===== src/rtl/ahfp_mult_pipe.sv =====
// ahfp_mult_pipe: pipelined IEEE-754-style multiplier, RNE rounding, flush-to-zero
//   clk, reset (async, active-high), clk_en (advance enable, low = full stall),
//   start/dataa/datab (operation issue), result/done (registered product and valid).
module ahfp_mult_pipe #(
    parameter int EXP_W  = 8,
    parameter int MAN_W  = 23,
    parameter int STAGES = 3
) (
    input  logic                   clk,
    input  logic                   reset,
    input  logic                   clk_en,
    input  logic                   start,
    input  logic [EXP_W+MAN_W:0]   dataa,
    input  logic [EXP_W+MAN_W:0]   datab,
    output logic [EXP_W+MAN_W:0]   result,
    output logic                   done
);
    localparam int W  = 1 + EXP_W + MAN_W;
    localparam int MW = MAN_W + 1;
    localparam int PW = 2 * MW;
    localparam int EW = EXP_W + 2;
    localparam int M  = STAGES - 2;
    localparam int SW = 5 + EW + PW;
    localparam logic signed [EW-1:0] BIAS = EW'((1 << (EXP_W - 1)) - 1);
    localparam logic signed [EW-1:0] EMAX = EW'((1 << EXP_W) - 1);
    logic [EXP_W-1:0] ea, eb;
    logic [MAN_W-1:0] fa, fb;
    logic a_inf, b_inf, a_nan, b_nan, a_zero, b_zero;
    logic signed [EW-1:0] e_c;
    logic v1, s1, nan1, inf1, zero1;
    logic signed [EW-1:0] e1;
    logic [MW-1:0] ma1, mb1;
    logic [PW-1:0] prod;
    logic [SW-1:0] m0, mq;
    logic vq, sq, nanq, infq, zeroq;
    logic signed [EW-1:0] eq, ef;
    logic [PW-1:0] pq;
    logic hi, g, st;
    logic [MAN_W-1:0] mant;
    logic [MAN_W:0] mr;
    logic [W-1:0] res_c;
    assign {ea, fa} = dataa[W-2:0];
    assign {eb, fb} = datab[W-2:0];
    assign a_zero = ~|ea;
    assign b_zero = ~|eb;
    assign a_inf  = &ea & ~|fa;
    assign b_inf  = &eb & ~|fb;
    assign a_nan  = &ea & |fa;
    assign b_nan  = &eb & |fb;
    assign e_c    = $signed({2'b00, ea}) + $signed({2'b00, eb}) - BIAS;
    // Stage 1: classify and add exponents; subnormals count as zero.
    always_ff @(posedge clk or posedge reset) begin
        if (reset) begin
            {v1, s1, nan1, inf1, zero1} <= '0;
            e1  <= '0;
            ma1 <= '0;
            mb1 <= '0;
        end else if (clk_en) begin
            v1    <= start;
            s1    <= dataa[W-1] ^ datab[W-1];
            nan1  <= a_nan | b_nan | (a_zero & b_inf) | (b_zero & a_inf);
            inf1  <= a_inf | b_inf;
            zero1 <= a_zero | b_zero;
            e1    <= e_c;
            ma1   <= {1'b1, fa};
            mb1   <= {1'b1, fb};
        end
    end
    assign prod = PW'(ma1) * PW'(mb1);
    assign m0   = {v1, s1, nan1, inf1, zero1, e1, prod};
    // Extra latency goes into register slices behind the multiplier.
    generate
        if (M == 0) begin : g_comb
            assign mq = m0;
        end else begin : g_reg
            logic [SW-1:0] sl [1:M];
            always_ff @(posedge clk or posedge reset) begin
                if (reset) begin
                    for (int k = 1; k <= M; k++) sl[k] <= '0;
                end else if (clk_en) begin
                    sl[1] <= m0;
                    for (int k = 2; k <= M; k++) sl[k] <= sl[k-1];
                end
            end
            assign mq = sl[M];
        end
    endgenerate
    assign {vq, sq, nanq, infq, zeroq, eq, pq} = mq;
    // Product lies in [1,4): hi selects the one-position normalisation.
    always_comb begin
        hi    = pq[PW-1];
        mant  = hi ? pq[PW-2 -: MAN_W] : pq[PW-3 -: MAN_W];
        g     = hi ? pq[PW-2-MAN_W] : pq[PW-3-MAN_W];
        st    = hi ? |pq[PW-3-MAN_W:0] : |pq[PW-4-MAN_W:0];
        mr    = {1'b0, mant} + MW'(g & (st | mant[0]));
        ef    = eq + EW'(hi) + EW'(mr[MAN_W]);
        res_c = nanq ? {1'b0, {EXP_W{1'b1}}, 1'b1, {(MAN_W-1){1'b0}}} :
                infq ? {sq, {EXP_W{1'b1}}, {MAN_W{1'b0}}} :
                zeroq ? {sq, {(W-1){1'b0}}} :
                (ef >= EMAX) ? {sq, {EXP_W{1'b1}}, {MAN_W{1'b0}}} :
                (ef <= 0) ? {sq, {(W-1){1'b0}}} :
                {sq, ef[EXP_W-1:0], mr[MAN_W-1:0]};
    end
    always_ff @(posedge clk or posedge reset) begin
        if (reset) begin
            done   <= 1'b0;
            result <= '0;
        end else if (clk_en) begin
            done <= vq;
            if (vq) result <= res_c;
        end
    end
endmodule

===== config.mk =====
export PLATFORM = sky130hd
export DESIGN_NAME = ahfp_mult_pipe
export DESIGN_NICKNAME = d
export VERILOG_FILES = /design/src/rtl/ahfp_mult_pipe.sv
export SDC_FILE = /design/constraint.sdc
export NUM_CORES = 2
export LEC_CHECK = 0
export BUFFER_PORTS_ARGS = -buffer_cell sky130_fd_sc_hd__buf_2
export CAP_MARGIN = 15
export CORE_MARGIN = 1
export CORE_UTILIZATION = 40
export DETAILED_ROUTE_END_ITERATION = 10
export GPL_ROUTABILITY_DRIVEN = 0
export GPL_TIMING_DRIVEN = 0
export HOLD_SLACK_MARGIN = 0.15
export PLACE_DENSITY = 0.57
export RECOVER_POWER = 100
export SLEW_MARGIN = 5
export SYNTH_ARGS = -nofsm -noshare
export SYNTH_HDL_FRONTEND = slang
export SYNTH_SLANG_ARGS = --single-unit

===== constraint.sdc =====
create_clock -name clk -period 14.7 [get_ports clk]
set_clock_uncertainty 0.1 [all_clocks]
set_input_delay 2.94 -clock clk [delete_from_list [all_inputs] [get_ports clk]]
set_output_delay 2.94 -clock clk [all_outputs]
set_load 0.01 [all_outputs]

After elaboration in Yosys (flattened, before gate mapping)

Index checks and enable logic that the tools add are counted.

Register bits after elaboration: 159
Input port bits: 68
Output and inout bits: 33
Word-level logic and storage cells: 54

Add/sub/neg operators: 5
Multipliers: 1
Order comparisons: 2
Muxes and demuxes: 8
Bitwise logic cells: 14
Reduce and logical (&&, ||, !) cells: 13

Operator list:

| operator               | count |
|---|---|
| $mux W31               | 4 |
| $reduce_or A23 Y1      | 3 |
| $mul A24 B24 Y48       | 1 |
| $mux W32               | 1 |
| $add A23 B1 Y24        | 1 |
| $mux W23               | 1 |
| $reduce_or A22 Y1      | 1 |
| $add A10 B1 Y10        | 2 |
| $reduce_and A8 Y1      | 2 |
| $reduce_or A8 Y1       | 2 |
| $ge A10 B9 Y1 const B  | 1 |
| $le A10 B1 Y1 const B  | 1 |
| $sub A9 B7 Y10 const B | 1 |
| $add A8 B8 Y9          | 1 |
| $and A1 B1 Y1          | 7 |
| $or A1 B1 Y1           | 6 |
| $logic_not A1 Y1       | 4 |
| $mux W1                | 2 |
| $reduce_and A2 Y1      | 1 |
| $xor A1 B1 Y1          | 1 |

Logic depth before layout (Yosys ltp)

Word-level depth: 12
Mapped depth: 27

Worst setup path after synthesis

OpenSTA, ideal clock, no wires.

Path kind: reg2reg
From: register ma1[13]
To: register g_reg.sl[35] (netlist name)
Library setup time: 0.120 ns
Data arrival time: 6.831 ns
Required time: 14.480 ns
Setup slack: 7.649 ns
Cell stages (with the launch flop): 28
Path buffers: 2
Cell sequence: dfrtp_1 clkbuf_1 nand2_1 fa_1 inv_1 fa_1 inv_1 fa_1 inv_1 fa_1 inv_1 fa_1 inv_1 fa_1 inv_1 fa_1 inv_1 ha_1 clkbuf_1 nand3_1 or3_1 a2111oi_0 nor2_1 a21oi_1 o21ai_0 a211oi_1 o31ai_1 a31o_2

Cells in the longest elaborated chain, start to end: 1

Ends and longest elaborated chain:

| what                   | line | source |
|---|---|---|
| start, declared        | 32   | `logic [MW-1:0] ma1, mb1;` |
| start signal, assigned | 65   | `ma1 <= {1'b1, fa};` |
| $mul A24 B24 Y48       | 69   | `assign prod = PW'(ma1) * PW'(mb1);` |
| end, declared          | 76   | `logic [SW-1:0] sl [1:M];` |

Every way passes these cells.
A chain may end at the register's enable or synchronous reset.

==> results.md <==
- Ys flop type: dfrtp_1
- Period utilization: 0.683
- Critical path class: input pin to async pin
- CP arrival: 8850 ps
- WP data required: roughly 14000 ps
- Commonest non-fill, non-tap cell in the layout: inv_1
- FP Rows: 94
- Post-Syn Nets: 3601
- I/O Pins: ~100
- Synth Register Bits: between 150 and 200
- Synth async-reset ratio: 1.00
- CTS HTree Levels: 4
- Via count: 20300
- Worst r2r src: ma1[16]
- Crit. End Element: async pin
- Synthesized area: 26700 µm²
- HP Start: result[25]
- Slowest CP cell: clkbuf_1
- Status: finished with violations
- GR Util met3: 0.0519
- Max-cap viol count: 3
- Hold Crit Class: register to register
- CP max FO: 120
- ANT cells: 0
- Core Area: around 66000 µm²
- Busiest grt layer: met2
- Synth cell types: 67
- Hold Violations, Final: 0
- First-pass GRT wire length: about 130 mm
- Total CTS buffers: 17
- CTS root buf: clkbuf_16
- Post_cts resized: 0
- GRT overflow: 0
- Failing checks: capacitance limit, slew limit
- Worst Hold Depth: 1
- PortBufs: 100
- DRC viols: 0
- Met1 Use GR: 0.352
- DPL Wire Length: 70.8 mm
- Post-route ant nets: 0
- RSZ-0062 raised after global routing: false
- Post-CTS Setup Bufs: 0
- Vias in the first global route: 21900
- Initial antenna violation count: 3
- Chip height: 260 µm
- Post-Synthesis Cells: between 2000 and 3000
- Slew headroom: -3.47
- Met2 Use GR: 0.419
- Worst skew pair latency: 460 ps
- Period minus WS final: about 10000 ps
- Synth warn: 0
- EDFF count, synth: 0
- Fraction of layout cells with a size suffix above 1: 0.0722
- Avg Inst Size Synth: around 9.3 µm²
- GRT Overall Usage: 0.259
- R2r setup slk: between 5000 and 6000 ps
- Drt wl/cell: 21.7 µm
- Worst Hold Path EP: result[25]
- Largest net degree at the start of global routing: 121
- Slew @ Worst Pin: roughly 6700 ps
- DR pass1 iterations: 5
- CTS max path bufs: 2
- CTS tree: built
- Setup-failing EPs final: 0
- Via-to-Cell Ratio: around 5.3
- Clock transition at the registers of the reported paths: about 80 ps
- Clock sink total: 158
- CTS Hold Bufs: 0
- Total negative slack: 0 ps
- Nets: 3723
- Sequential area share after synthesis: 0.148
- Most frequent cells in the layout: 577 x inv_1, 484 x fa_1, 369 x nand2_1
- Register-to-Register Path Depth: 25
- Crit start category: input pin
- Post-Route WL: roughly 84 mm
- Max Slew Vio Count: 161
- Synth-to-layout area growth: 8.01%
- R2r endpoint: g_reg.sl[42]
- DR iter-0 viols: between 1000 and 1500
- Largest stage delay on the critical path: 4720 ps
- CP Cell Sequence: buf_2 -> clkinvlp_2 -> clkbuf_1
- Peak Freq: around 100 MHz
- Die Wd: about 260 µm
- Area of the die: ~68000 µm²
- Initial Util: 0.405
==> synth_stat cells, drive strengths merged (7+ instances only) <==
master,count,share of area
a211oi,7,0.0020
a21o,19,0.0054
a21oi,80,0.015
a22o,20,0.0066
a31oi,9,0.0021
and2,287,0.067
and3,10,0.0025
buf,13,0.0024
clkbuf,139,0.020
dfrtp,158,0.15
fa,484,0.36
ha,191,0.090
inv,578,0.081
mux2,105,0.044
mux2i,8,0.0030
nand2,369,0.052
nand2b,11,0.0026
nand3,30,0.0056
nand4,19,0.0045
nor2,65,0.0092
nor3,17,0.0034
nor4,19,0.0045
o211ai,14,0.0039
o21ai,32,0.0060
o21bai,8,0.0023
o31ai,7,0.0020
or4,8,0.0024
xnor2,57,0.019
xor2,29,0.0095
==> worst max-delay path, delay by kind of cell <==
| kind | cells | cell delay [ps] |
|---|---|---|
| buffers and inverters | 3 | 5750 |
==> state kept, by name, indices dropped and copies added (netlist names), 10 cells and up <==
signal    flops
mb1          23
result       32
e1           10
ma1          24
g_reg.sl     63
==> area by class of cell <==
class / instances / area, µm²
fill: 6434 / 37100
timing repair buffer: 103 / 474
clock buffer: 17 / 425
inverter: 578 / 2170
sequential: 158 / 3950
multi-input combinational: 1970 / 19900
buffer: 152 / 582
tap: 864 / 1080
clock inverter: 15 / 180
==> how the worst max path moves through the flow <==
stage | start | to | slack, ps | cells past startpoint
after floorplan | reset | done | 7400 | 1
after global placement | reset | ma1[0] | 5460 | 2
after detailed placement | ma1[10] | g_reg.sl[42] | 6300 | 24
after CTS | mb1[16] | g_reg.sl[35] | 6190 | 25
after global routing | reset | g_reg.sl[42] | 3050 | 3
final | reset | ma1[1] | 4660 | 3
==> per-stage QoR <==
step | utilization | area (µm²) | instances | setup slack, ps | hold slack [ps]
after floorplan | - | 26700 | 2858 | 7400 | 375
after global placement | 0.429 | 28200 | 3822 | 5460 | 364
after detailed placement | 0.429 | 28300 | 3824 | 6300 | 375
after CTS | 0.439 | 28900 | 3856 | 6190 | 394
after global routing | 0.437 | 28800 | 3857 | 3050 | 415
final | 0.437 | 28800 | 3857 | 4660 | 394
==> metal layers <==
metal,vias to the layer above,share of wire
li1,8995,-
met1,10400,0.43
met4,2,0.027
met5,-,0.00016
met3,133,0.080
met2,767,0.47
==> kinds of logic after synthesis <==
family | share of synthesized area
AO/OA/AOI/OAI | 0.0603
XOR/XNOR | 0.0283
adder cells (fa/ha/maj) | 0.453
buffers and inverters | 0.103
flip-flops | 0.148
multiplexers | 0.0474
AND/OR/NAND/NOR | 0.159
Power is not shown: default switching activity piles up to over one toggle a cycle in this logic, so the estimate is an artifact.
